`src/rtl/redas_pkg.sv`:
```
// Shared types and sizing helpers for the REDAS skew feeder slice.
package redas_pkg;

  typedef enum logic [1:0] {
    IDLE,
    LOAD,
    STREAM,
    DRAIN
  } feeder_state_t;

  function automatic int drain_cnt_w(input int num_lanes);
    return $clog2(num_lanes) + 1;
  endfunction

endpackage

```
`src/rtl/redas_lane_delay.sv`:
```
// DEPTH-stage shift register of {valid, data}; DEPTH=0 degenerates to a wire.
module redas_lane_delay
  import redas_pkg::*;
#(
  parameter int DATA_WIDTH = 8,
  parameter int DEPTH      = 1
) (
  input  logic                  clk,
  input  logic                  rst,
  input  logic                  valid_i,
  input  logic [DATA_WIDTH-1:0] data_i,
  output logic                  valid_o,
  output logic [DATA_WIDTH-1:0] data_o,
  output logic                  busy_o
);

  if (DEPTH == 0) begin : g_wire
    logic unused_clk_rst;
    assign unused_clk_rst = clk ^ rst;
    assign valid_o        = valid_i;
    assign data_o         = data_i;
    assign busy_o         = 1'b0;
  end else begin : g_shift
    logic [DEPTH-1:0]      valid_q;
    logic [DATA_WIDTH-1:0] data_q [DEPTH];

    always_ff @(posedge clk or posedge rst) begin
      if (rst) begin
        valid_q <= '0;
        for (int unsigned s = 0; s < DEPTH; s++) begin
          data_q[s] <= '0;
        end
      end else begin
        valid_q[0] <= valid_i;
        data_q[0]  <= data_i;
        for (int unsigned s = 1; s < DEPTH; s++) begin
          valid_q[s] <= valid_q[s-1];
          data_q[s]  <= data_q[s-1];
        end
      end
    end

    assign valid_o = valid_q[DEPTH-1];
    assign data_o  = data_q[DEPTH-1];
    assign busy_o  = |valid_q;
  end

endmodule

```
`src/rtl/redas_skew_feeder.sv`:
```
// Top-edge feeder for the REDAS PE array: unskewed weight loads with a stationary
// strobe, diagonally skewed activation rows, and a drain phase before returning idle.
module redas_skew_feeder
  import redas_pkg::*;
#(
  parameter int DATA_WIDTH = 8,
  parameter int NUM_LANES  = 4
) (
  input  logic                            clk,
  input  logic                            rst,
  input  logic                            in_valid,
  output logic                            in_ready,
  input  logic [NUM_LANES*DATA_WIDTH-1:0] in_data,
  input  logic                            in_is_weight,
  input  logic                            in_last,
  output logic [NUM_LANES*DATA_WIDTH-1:0] out_data,
  output logic [NUM_LANES-1:0]            out_lane_valid,
  output logic                            out_store_stationary,
  output logic                            busy
);

  localparam int ROW_W = NUM_LANES * DATA_WIDTH;
  localparam int CNT_W = drain_cnt_w(NUM_LANES);
  localparam bit HAS_DRAIN = (NUM_LANES > 1);
  localparam logic [CNT_W-1:0] DRAIN_LAST = CNT_W'((NUM_LANES > 1) ? NUM_LANES - 2 : 0);

  feeder_state_t    state_q, state_d;
  logic [CNT_W-1:0] cnt_q, cnt_d;
  logic             accept;

  logic [ROW_W-1:0] cap_data_q;
  logic             cap_act_q, cap_wt_q;
  logic [ROW_W-1:0] stg_data_q;
  logic             stg_act_q, stg_wt_q;

  logic [ROW_W-1:0]     skew_data;
  logic [NUM_LANES-1:0] lane_valid;
  logic [NUM_LANES-1:0] lane_busy;

  always_ff @(posedge clk or posedge rst) begin
    if (rst) begin
      state_q <= IDLE;
      cnt_q   <= '0;
    end else begin
      state_q <= state_d;
      cnt_q   <= cnt_d;
    end
  end

  always_comb begin
    state_d  = state_q;
    cnt_d    = cnt_q;
    in_ready = 1'b0;
    unique case (state_q)
      IDLE:    in_ready = 1'b1;
      LOAD:    in_ready = in_is_weight;
      STREAM:  in_ready = !in_is_weight;
      DRAIN:   in_ready = 1'b0;
      default: in_ready = 1'b0;
    endcase
    accept = in_valid && in_ready;

    unique case (state_q)
      IDLE: begin
        if (accept) begin
          if (in_is_weight) begin
            if (!in_last) state_d = LOAD;
          end else if (!in_last) begin
            state_d = STREAM;
          end else if (HAS_DRAIN) begin
            state_d = DRAIN;
            cnt_d   = '0;
          end
        end
      end
      LOAD: begin
        if (accept && in_last) state_d = IDLE;
      end
      STREAM: begin
        if (accept && in_last) begin
          state_d = HAS_DRAIN ? DRAIN : IDLE;
          cnt_d   = '0;
        end
      end
      DRAIN: begin
        if (cnt_q == DRAIN_LAST) state_d = IDLE;
        else                     cnt_d   = cnt_q + CNT_W'(1);
      end
      default: state_d = IDLE;
    endcase
  end

  // Capture then a common stage register; idle cycles load zeros so they travel as bubbles.
  always_ff @(posedge clk or posedge rst) begin
    if (rst) begin
      cap_data_q <= '0;
      cap_act_q  <= 1'b0;
      cap_wt_q   <= 1'b0;
      stg_data_q <= '0;
      stg_act_q  <= 1'b0;
      stg_wt_q   <= 1'b0;
    end else begin
      cap_data_q <= accept ? in_data : '0;
      cap_act_q  <= accept && !in_is_weight;
      cap_wt_q   <= accept && in_is_weight;
      stg_data_q <= cap_data_q;
      stg_act_q  <= cap_act_q;
      stg_wt_q   <= cap_wt_q;
    end
  end

  for (genvar i = 0; i < NUM_LANES; i++) begin : g_lane
    logic [DATA_WIDTH-1:0] lane_in;
    assign lane_in = stg_act_q ? stg_data_q[i*DATA_WIDTH +: DATA_WIDTH] : '0;

    redas_lane_delay #(
      .DATA_WIDTH(DATA_WIDTH),
      .DEPTH     (i)
    ) u_delay (
      .clk    (clk),
      .rst    (rst),
      .valid_i(stg_act_q),
      .data_i (lane_in),
      .valid_o(lane_valid[i]),
      .data_o (skew_data[i*DATA_WIDTH +: DATA_WIDTH]),
      .busy_o (lane_busy[i])
    );
  end

  assign out_data             = stg_wt_q ? stg_data_q : skew_data;
  assign out_lane_valid       = lane_valid;
  assign out_store_stationary = stg_wt_q;
  assign busy                 = (state_q != IDLE) || cap_act_q || stg_act_q || (|lane_busy);

endmodule
```
`config.mk`:
```
export PLATFORM = sky130hd
export DESIGN_NAME = redas_skew_feeder
export DESIGN_NICKNAME = d
export VERILOG_FILES = /design/src/rtl/redas_pkg.sv /design/src/rtl/redas_lane_delay.sv /design/src/rtl/redas_skew_feeder.sv
export SDC_FILE = /design/constraint.sdc
export NUM_CORES = 1
export LEC_CHECK = 0
export BUFFER_PORTS_ARGS = -buffer_cell sky130_fd_sc_hd__buf_2
export CAP_MARGIN = 20
export CORE_AREA = 2 2 83 101
export DETAILED_ROUTE_END_ITERATION = 10
export DIE_AREA = 0 0 85 103
export GPL_TIMING_DRIVEN = 1
export PLACE_DENSITY = 0.82
export SLEW_MARGIN = 20
export SYNTH_ARGS = -nofsm -noshare
export SYNTH_HDL_FRONTEND = slang
export SYNTH_SLANG_ARGS = --single-unit
```
`constraint.sdc`:
```
create_clock -name clk -period 4.9 [get_ports clk]
set_clock_uncertainty 0.15 [all_clocks]
set_input_delay 0.98 -clock clk [delete_from_list [all_inputs] [get_ports clk]]
set_output_delay 0.98 -clock clk [all_outputs]
set_load 0.02 [all_outputs]
```
==> reports/results.tsv, run 1 <==
stage	metric	value	unit
outcome	status	completed	
timing	tightestPinTransition	1080	ps
floorplanning	die_w	85	um
grt	grt_max_degree	96	
timing	finalMaxSlewViolations	0	
setup_path	cp.required	3770	ps
run	cap_viol_max_count	0	
pwr	power_frac_seq	0.440	
cts	cts_buffers	17	
timing	tns	0	ps
route	drtIter0Drc	150	
grt	antenna_found_initial	0	
timing	period_needed	3440	ps
route	ant_nets	0	
grt	overflow	0	
synth	ys_warn_count	0	
route	via_per_inst	4.98	
timing	final.period_utilization	0.702	
placed_design	place_ws	1980	ps
synth	yosysSeqAreaShare	0.760	
floorplanning	dieArea	0.00876	mm^2
floorplanning	die_y	103	um
placed_design	port_buffers	75	
grt	grt_pass1_wl	11.3	mm
synth	synth_compound_area_frac	0.0129	
synth	synthXorXnorAreaFrac	0	
route	wl_per_cell	16.0	um
floorplanning	initial_core_util	0.518	
synth	synthAdderAreaFrac	0.00613	
cts	clkLatencyLatePin	510	ps
synth	synth_seq_cells	124	
cts	cts_tree	built	
synth	postSynthAreaPerCell	15.8	um^2
placed_design	hpwlAfterDp	4.24	mm
pwr	cellPowerDensity	547	mW/mm^2
setup_path	end_kind	output port	
grt	grtUsageMet1	0.221	
timing	setup_slack	1460	ps
pwr	p_sw	0.673	mW
cts	cts-root-buf	clkbuf_8	
finish	drive_gt1_frac	0.383	
setup_path	ff2ff_path_depth	5	
placed_design	placed_area	0.00448	mm^2
pwr	ir_drop	344	uV
floorplanning	core-area	0.00788	mm^2
pwr	clockPowerShare	0.455	
cts	clockBufferDepth	2	
synth	synth_area_leaders	dfrtp_1, mux2_2, and3_1	
timing	hold_ws	194	ps
route	wirelength	7.12	mm
setup_path	worstPathArrival	2310	ps
finish	n_antenna_cell	0	
timing	clock.fmax	0.291	GHz
synth	synth.net_count	297	
pwr	p_leak	2.82	nW
min_path	hp-class	reg -> reg	
grt	met2_usage	0.273	
cts	post_cts_buffers	0	
pwr	p_int	2.11	mW
grt	busiest_layer	met2	
synth	synth_top_family_by_area	simple AND/OR/NAND/NOR gates	
floorplanning	pin_count	76	
cts	cts-htree-levels	4	
setup_path	r2r_start	cnt_q[0]$_DFFE_PP0P_	
cts	cts_sinks	124	
route	post-route-drc-count	0	
finish	final_area	0.00509	mm^2
floorplanning	row_count	36	
pwr	swShare	0.242	
route	dr_total_vias	2216	
setup_path	crit_fanout	26	
cts	ctsHoldBuffers	0	
timing	setup_viol	0	
synth	syn_inst	258	
timing	hold_viol	0	
grt	track_usage	0.181	
synth	yosysUniqueCellTypes	28	
setup_path	ff2ff_setup_slack	3290	ps
pwr	pwr-share-comb	0.105	
synth	synth_mux_area_frac	0.0720	
synth	synthSimpleGateAreaFrac	0.115	
finish	n_fill_cell	550	
setup_path	crit_path_start	out_store_stationary$_DFF_PP0_	
finish	synthToLayoutAreaGrowth	24.7	%
setup_path	r2r-end	state_q[0]$_DFFE_PP0P_	
grt	grt_pass1_vias	2299	
placed_design	gp_congestion	0.710	
setup_path	critPathLaunchType	flip-flop	
route	drt-pass1-iter-count	4	
cts	clk_pin_slew	60	ps
synth	syn_area	0.00409	mm^2
setup_path	critPathKind	reg -> out	
setup_path	crit_end	out_data[1]	
synth	yosysTopAreaCell	dfrtp_1	
cts	cts_resized	0	
synth	synth_top_cell_area_share	0.760	
timing	relSlewSlack	0.280	
timing	rsz0062_at_grt	false	
grt	use_met3	0.0657	
finish	nets	376	
routing by layer:
metal	part of all wire	routed length (um)
met1	0.41	2950
met2	0.49	3480
met3	0.053	374
met4	0.044	315
met5	0	0
registers in the layout (all words and copies together), names as in the netlist:
register / count
stg_data_q: 32
g_lane.u_delay.data_o: 24
out_store_stationary: 1
g_lane.u_delay.g_shift.valid_q: 3
stg_act_q: 1
cap_data_q: 32
cap_act_q: 1
cap_wt_q: 1
state_q: 2
cnt_q: 3
g_lane.u_delay.g_shift.data_q: 24
kinds of logic (layout without fill, tap and decap cells):
logic type	count (synthesis)	in the layout
compound gates	7	7
simple gates	77	77
mux	26	26
buf+inv	22	114
flops	124	124
fa+ha+maj	2	2
cells in the mapped netlist:
cell	n
a222oi_1	1
a31o_1	1
a32o_1	1
and2_1	24
and3_1	32
buf_2	3
buf_4	4
buf_6	5
clkbuf_1	5
dfrtp_1	124
ha_1	2
inv_1	5
mux2_2	24
mux2i_1	1
mux2i_2	1
nand2_1	3
nand2b_1	1
nand3_1	2
nand3b_1	1
nor2_1	2
nor2b_1	8
nor3_1	2
nor3b_2	1
nor4_1	1
o21a_1	1
o21ai_0	1
o21ai_1	1
o22ai_1	1
power groups by stage:
stage          Combinational [mW]  Sequential, mW  Clock [mW]
6_report                    0.292            1.23        1.27
5_1_grt                     0.322            1.24        1.34
4_1_cts                     0.294            1.23        1.29
3_5_place_dp                0.289            1.24           0
3_3_place_gp                0.275            1.23           0
2_1_floorplan               0.272            1.19           0
worst max-delay path, stage by stage, from the launching register on:
cell     delay [ps]
dfrtp_1        1050
nor2_1          330
nor2b_1         220
buf_2           190
area by class of cell:
class / instances / area (um^2) / area share
clock buffers: 21 / 449 / 0.0882
clock inverters: 11 / 165 / 0.0324
inverters: 5 / 23.8 / 0.00467
multi-input cells: 112 / 843 / 0.166
flip-flops and latches: 124 / 3100 / 0.609
well taps: 95 / 119 / 0.0233
repair buffers: 77 / 390 / 0.0766
through the flow:
step / power [mW] / utilization / cells
CTS: 2.81 / 0.646 / 445
global route: 2.91 / 0.646 / 445
detailed placement: 1.53 / 0.568 / 413
floorplan: 1.46 / - / 258
finish: 2.79 / 0.646 / 445
global placement: 1.51 / 0.568 / 413
cell usage in the layout, fill, tap and decap left out, drive strengths merged, types with 3 or more instances in the layout:
| cell | count |
|---|---|
| nor2b | 8 |
| clkbuf | 21 |
| and2 | 24 |
| dfrtp | 124 |
| mux2 | 24 |
| inv | 6 |
| nand2 | 3 |
| clkinv | 5 |
| and3 | 32 |
| bufinv | 4 |
| buf | 77 |
worst min path at each step:
stage,end,slack (ps),startpoint,cells after the start
after floorplan,g_lane[2].u_delay.data_o[0]$_DFF_PP0_,180,g_lane[2].u_delay.g_shift.data_q[8]$_DFF_PP0_,0
after global placement,out_store_stationary$_DFF_PP0_,180,cap_wt_q$_DFF_PP0_,0
after detailed placement,g_lane[3].u_delay.data_o[4]$_DFF_PP0_,180,g_lane[3].u_delay.g_shift.data_q[12]$_DFF_PP0_,0
after CTS,stg_data_q[11]$_DFF_PP0_,200,cap_data_q[11]$_DFF_PP0_,0
after global routing,g_lane[3].u_delay.g_shift.data_q[13]$_DFF_PP0_,200,g_lane[3].u_delay.g_shift.data_q[21]$_DFF_PP0_,0
final,g_lane[3].u_delay.data_o[4]$_DFF_PP0_,190,g_lane[3].u_delay.g_shift.data_q[12]$_DFF_PP0_,0
Note: power is estimated with default switching activity, not from simulation.
==> run 2, diff against run 1 <==
--- a/config.mk
+++ b/config.mk
@@ -7,11 +7,11 @@
 export LEC_CHECK = 0
 export BUFFER_PORTS_ARGS = -buffer_cell sky130_fd_sc_hd__buf_2
 export CAP_MARGIN = 20
-export CORE_AREA = 2 2 83 101
+export CORE_AREA = 2 2 87 106
 export DETAILED_ROUTE_END_ITERATION = 10
-export DIE_AREA = 0 0 85 103
+export DIE_AREA = 0 0 89 108
 export GPL_TIMING_DRIVEN = 1
-export PLACE_DENSITY = 0.82
+export PLACE_DENSITY = 0.79
 export SLEW_MARGIN = 20
 export SYNTH_ARGS = -nofsm -noshare
 export SYNTH_HDL_FRONTEND = slang
==> constraint.sdc (replaced) <==
create_clock -name clk -period 2.95 [get_ports clk]
set_clock_uncertainty 0.15 [all_clocks]
set_input_delay 0.59 -clock clk [delete_from_list [all_inputs] [get_ports clk]]
set_output_delay 0.59 -clock clk [all_outputs]
set_load 0.02 [all_outputs]
==> run 2 against run 1 <==
Non-clock buffer count rose by 2; core utilization fell by 4.1 points; wire length is 3.0% lower.
==> reports/results.tsv, run 2 (synthesized netlist as in run 1, its figures left out) <==
stage	metric	value	unit	change
outcome	status	completed		
run	cap_viol_max_count	0		unchanged
route	dr_total_vias	2195		-0.95%
setup_path	r2r-end	state_q[0]$_DFFE_PP0P_		
timing	final.period_utilization	0.880		
finish	n_antenna_cell	0		unchanged
floorplanning	dieArea	0.00961	mm^2	+9.8%
timing	hold_viol	0		unchanged
floorplanning	core-area	0.00852	mm^2	+8.1%
setup_path	ff2ff_setup_slack	1470	ps	-1820 ps
finish	final_cell_mix	dfrtp_1, buf_2, and3_1, mux2_2, and2_1		
floorplanning	die_w	89	um	+4.7%
setup_path	r2r_start	cnt_q[0]$_DFFE_PP0P_		
route	via_per_inst	4.68		-6.0%
grt	track_usage	0.159		-0.0225
setup_path	cp.required	2210	ps	-1560 ps
floorplanning	die_y	108	um	+4.9%
timing	hold_ws	128	ps	-65.4 ps
grt	antenna_found_initial	0		unchanged
cts	cts_tree	built		
timing	setup_viol	0		unchanged
finish	n_fill_cell	649		+18%
grt	grt_max_degree	125		+30%
finish	synthToLayoutAreaGrowth	26.2	%	
floorplanning	pin_count	76		unchanged
finish	nets	378		+0.53%
cts	cts-htree-levels	4		unchanged
cts	post_cts_buffers	0		unchanged
cts	cts_buffers	17		unchanged
cts	clkLatencyLatePin	500	ps	about the same
route	ant_nets	0		unchanged
cts	cts_resized	0		unchanged
grt	grt_pass1_vias	2157		-6.2%
timing	period_needed	2600	ps	
grt	grt_pass1_wl	10.8	mm	-4.7%
placed_design	place_ws	859	ps	-1120 ps
cts	clk_pin_slew	60	ps	about the same
finish	drive_gt1_frac	0.389		+0.00635
pwr	ir_drop	388	uV	+13%
cts	clockBufferDepth	2		unchanged
finish	finalCoreUtilization	0.605		-0.0407
timing	relSlewSlack	0.597		+0.317
min_path	hp-class	in -> async		
setup_path	critPathKind	reg -> out		
timing	setup_slack	353	ps	-1110 ps
floorplanning	row_count	37		+2.8%
placed_design	placed_area	0.00453	mm^2	+1.3%
finish	layout_commonest_cell	dfrtp_1		
cts	cts_sinks	124		unchanged
timing	clock.fmax	0.385	GHz	
finish	largestRegisters	cap_data_q x32, stg_data_q x32		
finish	final_area	0.00516	mm^2	+1.3%
setup_path	end_kind	output port		
setup_path	crit_fanout	20		-23%
route	wl_per_cell	14.7	um	-8.0%
timing	tns	0	ps	unchanged
pwr	cellPowerDensity	900	mW/mm^2	+64%
grt	overflow	0		unchanged
pwr	p_leak	2.84	nW	+0.58%
timing	finalMaxSlewViolations	0		unchanged
route	drt-pass1-iter-count	4		unchanged
placed_design	port_buffers	75		unchanged
route	drtIter0Drc	108		-28%
setup_path	crit_end	out_data[13]		
setup_path	worstPathArrival	1860	ps	-450 ps
setup_path	ff2ff_path_depth	5		unchanged
timing	tightestPinTransition	605	ps	-476 ps
cts	cts-root-buf	clkbuf_8		
route	wirelength	6.91	mm	-3.0%
placed_design	gp_congestion	0.744		+4.8%
setup_path	crit_path_start	out_store_stationary$_DFF_PP0_		
timing	rsz0062_at_grt	false		
floorplanning	initial_core_util	0.480		-0.0387
setup_path	critPathLaunchType	flip-flop		
placed_design	hpwlAfterDp	4.29	mm	+1.2%
cts	ctsHoldBuffers	0		unchanged
route	post-route-drc-count	0		unchanged
## run 2: worst min path at each step
stage | end | slack (ps) | depth (start not counted)
after floorplan | g_lane[2].u_delay.data_o[0]$_DFF_PP0_ | 180 | 0
after global placement | g_lane[2].u_delay.data_o[1]$_DFF_PP0_ | 180 | 0
after detailed placement | g_lane[2].u_delay.data_o[7]$_DFF_PP0_ | 180 | 0
after CTS | g_lane[3].u_delay.g_shift.data_q[14]$_DFF_PP0_ | 130 | 3
after global routing | cap_data_q[14]$_DFF_PP0_ | 130 | 2
final | g_lane[3].u_delay.g_shift.data_q[9]$_DFF_PP0_ | 130 | 3
## run 2: layer usage
metal | track usage | vias to the layer above | part of all wire | wire length (um)
met5 | 0 | - | 0 | 0
li1 | - | 1016 | - | -
met4 | 0.0757 | 0 | 0.018 | 121
met2 | 0.220 | 66 | 0.47 | 3260
met1 | 0.207 | 1103 | 0.45 | 3130
met3 | 0.0809 | 10 | 0.056 | 388
## run 2: metrics by stage
stage	instances	total power [mW]
floorplan	258	2.43
global placement	437	2.52
detailed placement	437	2.56
CTS	469	4.70
global route	469	4.85
finish	469	4.64
## run 2: layout make-up
class | count | area [um^2] | area share
Sequential cell | 124 | 3100 | 0.602
Multi-Input combinational cell | 112 | 843 | 0.164
Tap cell | 117 | 146 | 0.0284
Clock inverter | 11 | 165 | 0.0320
Inverter | 5 | 22.5 | 0.00437
Timing Repair Buffer | 79 | 418 | 0.0810
Clock buffer | 21 | 459 | 0.0890
## run 2: power breakdown
part / switching, mW / internal (mW)
sequential: 0.111 / 1.90
combinational: 0.304 / 0.208
clock: 0.688 / 1.43
## run 2: critical path, stage by stage, from the launching register on
cell and delay, ps:
dfrtp_1 460, buf_4 330, mux2_2 390, buf_2 160
==> run 3, diff against run 2 <==
--- a/config.mk
+++ b/config.mk
@@ -12,6 +12,7 @@
 export DIE_AREA = 0 0 89 108
 export GPL_TIMING_DRIVEN = 1
 export PLACE_DENSITY = 0.79
+export REMOVE_ABC_BUFFERS = 1
 export SLEW_MARGIN = 20
 export SYNTH_ARGS = -nofsm -noshare
 export SYNTH_HDL_FRONTEND = slang
==> run 3 against run 2 <==
Clock-buffer cell count up 1; setup slack better by 58 ps; first-iteration DRC count down 26%.
==> reports/results.tsv, run 3 (synthesized netlist as in run 1, its figures left out) <==
stage	metric	value	unit	change
grt	overflow	0		unchanged
min_path	min-delay-start	in_last		
timing	setup_viol	0		unchanged
route	dr_total_vias	2216		+0.96%
pwr	power	4.77	mW	+2.9%
timing	final.period_utilization	0.861		-0.0198
finish	n_antenna_cell	0		unchanged
floorplanning	row_count	37		unchanged
floorplanning	initial_core_util	0.480		unchanged
placed_design	gp_congestion	0.721		-3.0%
route	post-route-drc-count	0		unchanged
cts	cts-root-buf	clkbuf_8		
setup_path	crit_path_start	out_store_stationary$_DFF_PP0_		
finish	synthToLayoutAreaGrowth	27.8	%	
cts	post_cts_buffers	0		unchanged
cts	cts_tree	built		
pwr	ir_drop	551	uV	+42%
finish	final_cell_mix	dfrtp_1, buf_2, and3_1, mux2_2, and2_1		
placed_design	port_buffers	75		unchanged
pwr	p_leak	2.86	nW	+0.69%
grt	grt_pass1_wl	11.6	mm	+7.2%
timing	clock.fmax	0.394	GHz	+2.3%
route	wl_per_cell	15.2	um	+3.5%
floorplanning	pin_count	76		unchanged
floorplanning	die_w	89	um	unchanged
finish	drive_gt1_frac	0.390		+0.000626
finish	finalNonFillerCells	471		+0.43%
route	wirelength	7.18	mm	+3.9%
cts	clk_pin_slew	60	ps	about the same
min_path	min_to	state_q[0]$_DFFE_PP0P_		
floorplanning	core-area	0.00852	mm^2	unchanged
cts	clkLatencyLatePin	510	ps	about the same
setup_path	critPathKind	reg -> out		
setup_path	ff2ff_setup_slack	1390	ps	-80 ps
setup_path	r2r_start	state_q[0]$_DFFE_PP0P_		
route	ant_nets	0		unchanged
placed_design	placed_area	0.00455	mm^2	+0.41%
timing	relSlewSlack	0.628		+0.0314
placed_design	dp_cells	438		+0.23%
pwr	cellPowerDensity	914	mW/mm^2	+1.6%
outcome	status	completed		
timing	period_needed	2540	ps	-58.4 ps
finish	layout_commonest_cell	dfrtp_1		
grt	antenna_found_initial	0		unchanged
finish	largestRegisters	cap_data_q x32, stg_data_q x32		
timing	rsz0062_at_grt	false		
timing	tns	0	ps	unchanged
placed_design	hpwlAfterDp	4.36	mm	+1.6%
route	drtIter0Drc	80		-26%
cts	cts-htree-levels	4		unchanged
setup_path	worstPathArrival	1800	ps	-60 ps
min_path	hold_depth	2		
grt	grt_max_degree	45		-64%
route	via_per_inst	4.70		+0.53%
setup_path	cp.required	2210	ps	about the same
timing	hold_viol	0		unchanged
cts	cts_sinks	124		unchanged
floorplanning	die_y	108	um	unchanged
route	drt-pass1-iter-count	4		unchanged
timing	finalMaxSlewViolations	0		unchanged
floorplanning	dieArea	0.00961	mm^2	unchanged
setup_path	ff2ff_path_depth	3		-2
min_path	hp-class	in -> reg		
run	cap_viol_max_count	0		unchanged
timing	tightestPinTransition	557	ps	-47.2 ps
setup_path	critPathLaunchType	flip-flop		
cts	cts_buffers	17		unchanged
finish	nets	380		+0.53%
cts	clockBufferDepth	2		unchanged
grt	grt_pass1_vias	2369		+9.8%
grt	track_usage	0.171		+0.0121
setup_path	crit_fanout	23		+15%
setup_path	end_kind	output port		
setup_path	r2r-end	cap_data_q[18]$_DFF_PP0_		
finish	final_area	0.00522	mm^2	+1.2%
## run 3: routing by layer
metal	global-route usage	up-vias	wire, um
li1	-	1024	-
met1	0.200	1113	2950
met2	0.269	69	3770
met3	0.0702	10	372
met4	0.0864	0	88
met5	0	-	0
## run 3: where the power goes
part	leakage (nW)	switching [mW]	total (mW)	internal [mW]
combinational	0.862	0.311	0.523	0.212
sequential	1.69	0.109	2.00	1.90
clock	0.309	0.701	2.25	1.54
## run 3: stage by stage
step	util	worst slack [ps]	hold WS (ps)
2_1_floorplan	-	-1090	181
3_3_place_gp	0.534	949	181
3_5_place_dp	0.534	940	185
4_1_cts	0.613	369	128
5_1_grt	0.613	317	134
6_report	0.613	411	152
## run 3: final cells by class
class / instances / area (um^2)
fillers: 691 / 3300
flip-flops and latches: 124 / 3100
multi-input cells: 112 / 843
clock buffers: 22 / 473
repair buffers: 81 / 448
clock inverters: 10 / 185
well taps: 117 / 146
inverters: 5 / 21.3
## run 3: timing repair
item / CTS / global route
endpoints found under the hold margin: 42 / 0
gates resized for setup: 0 / 0
hold buffers: 1 / 0
## run 3: worst max-delay path, stage by stage, from the launching register on
cell and delay (ps):
dfrtp_1 390, buf_4 340, mux2_2 380, buf_2 160
## run 3: worst max path at each step
stage,to,slack [ps],cells after the start
floorplan,cap_act_q$_DFF_PP0_,-1090,1
global placement,out_data[16],950,3
detailed placement,out_data[14],940,3
CTS,out_data[9],370,3
global route,out_data[9],320,3
finish,out_data[16],410,3
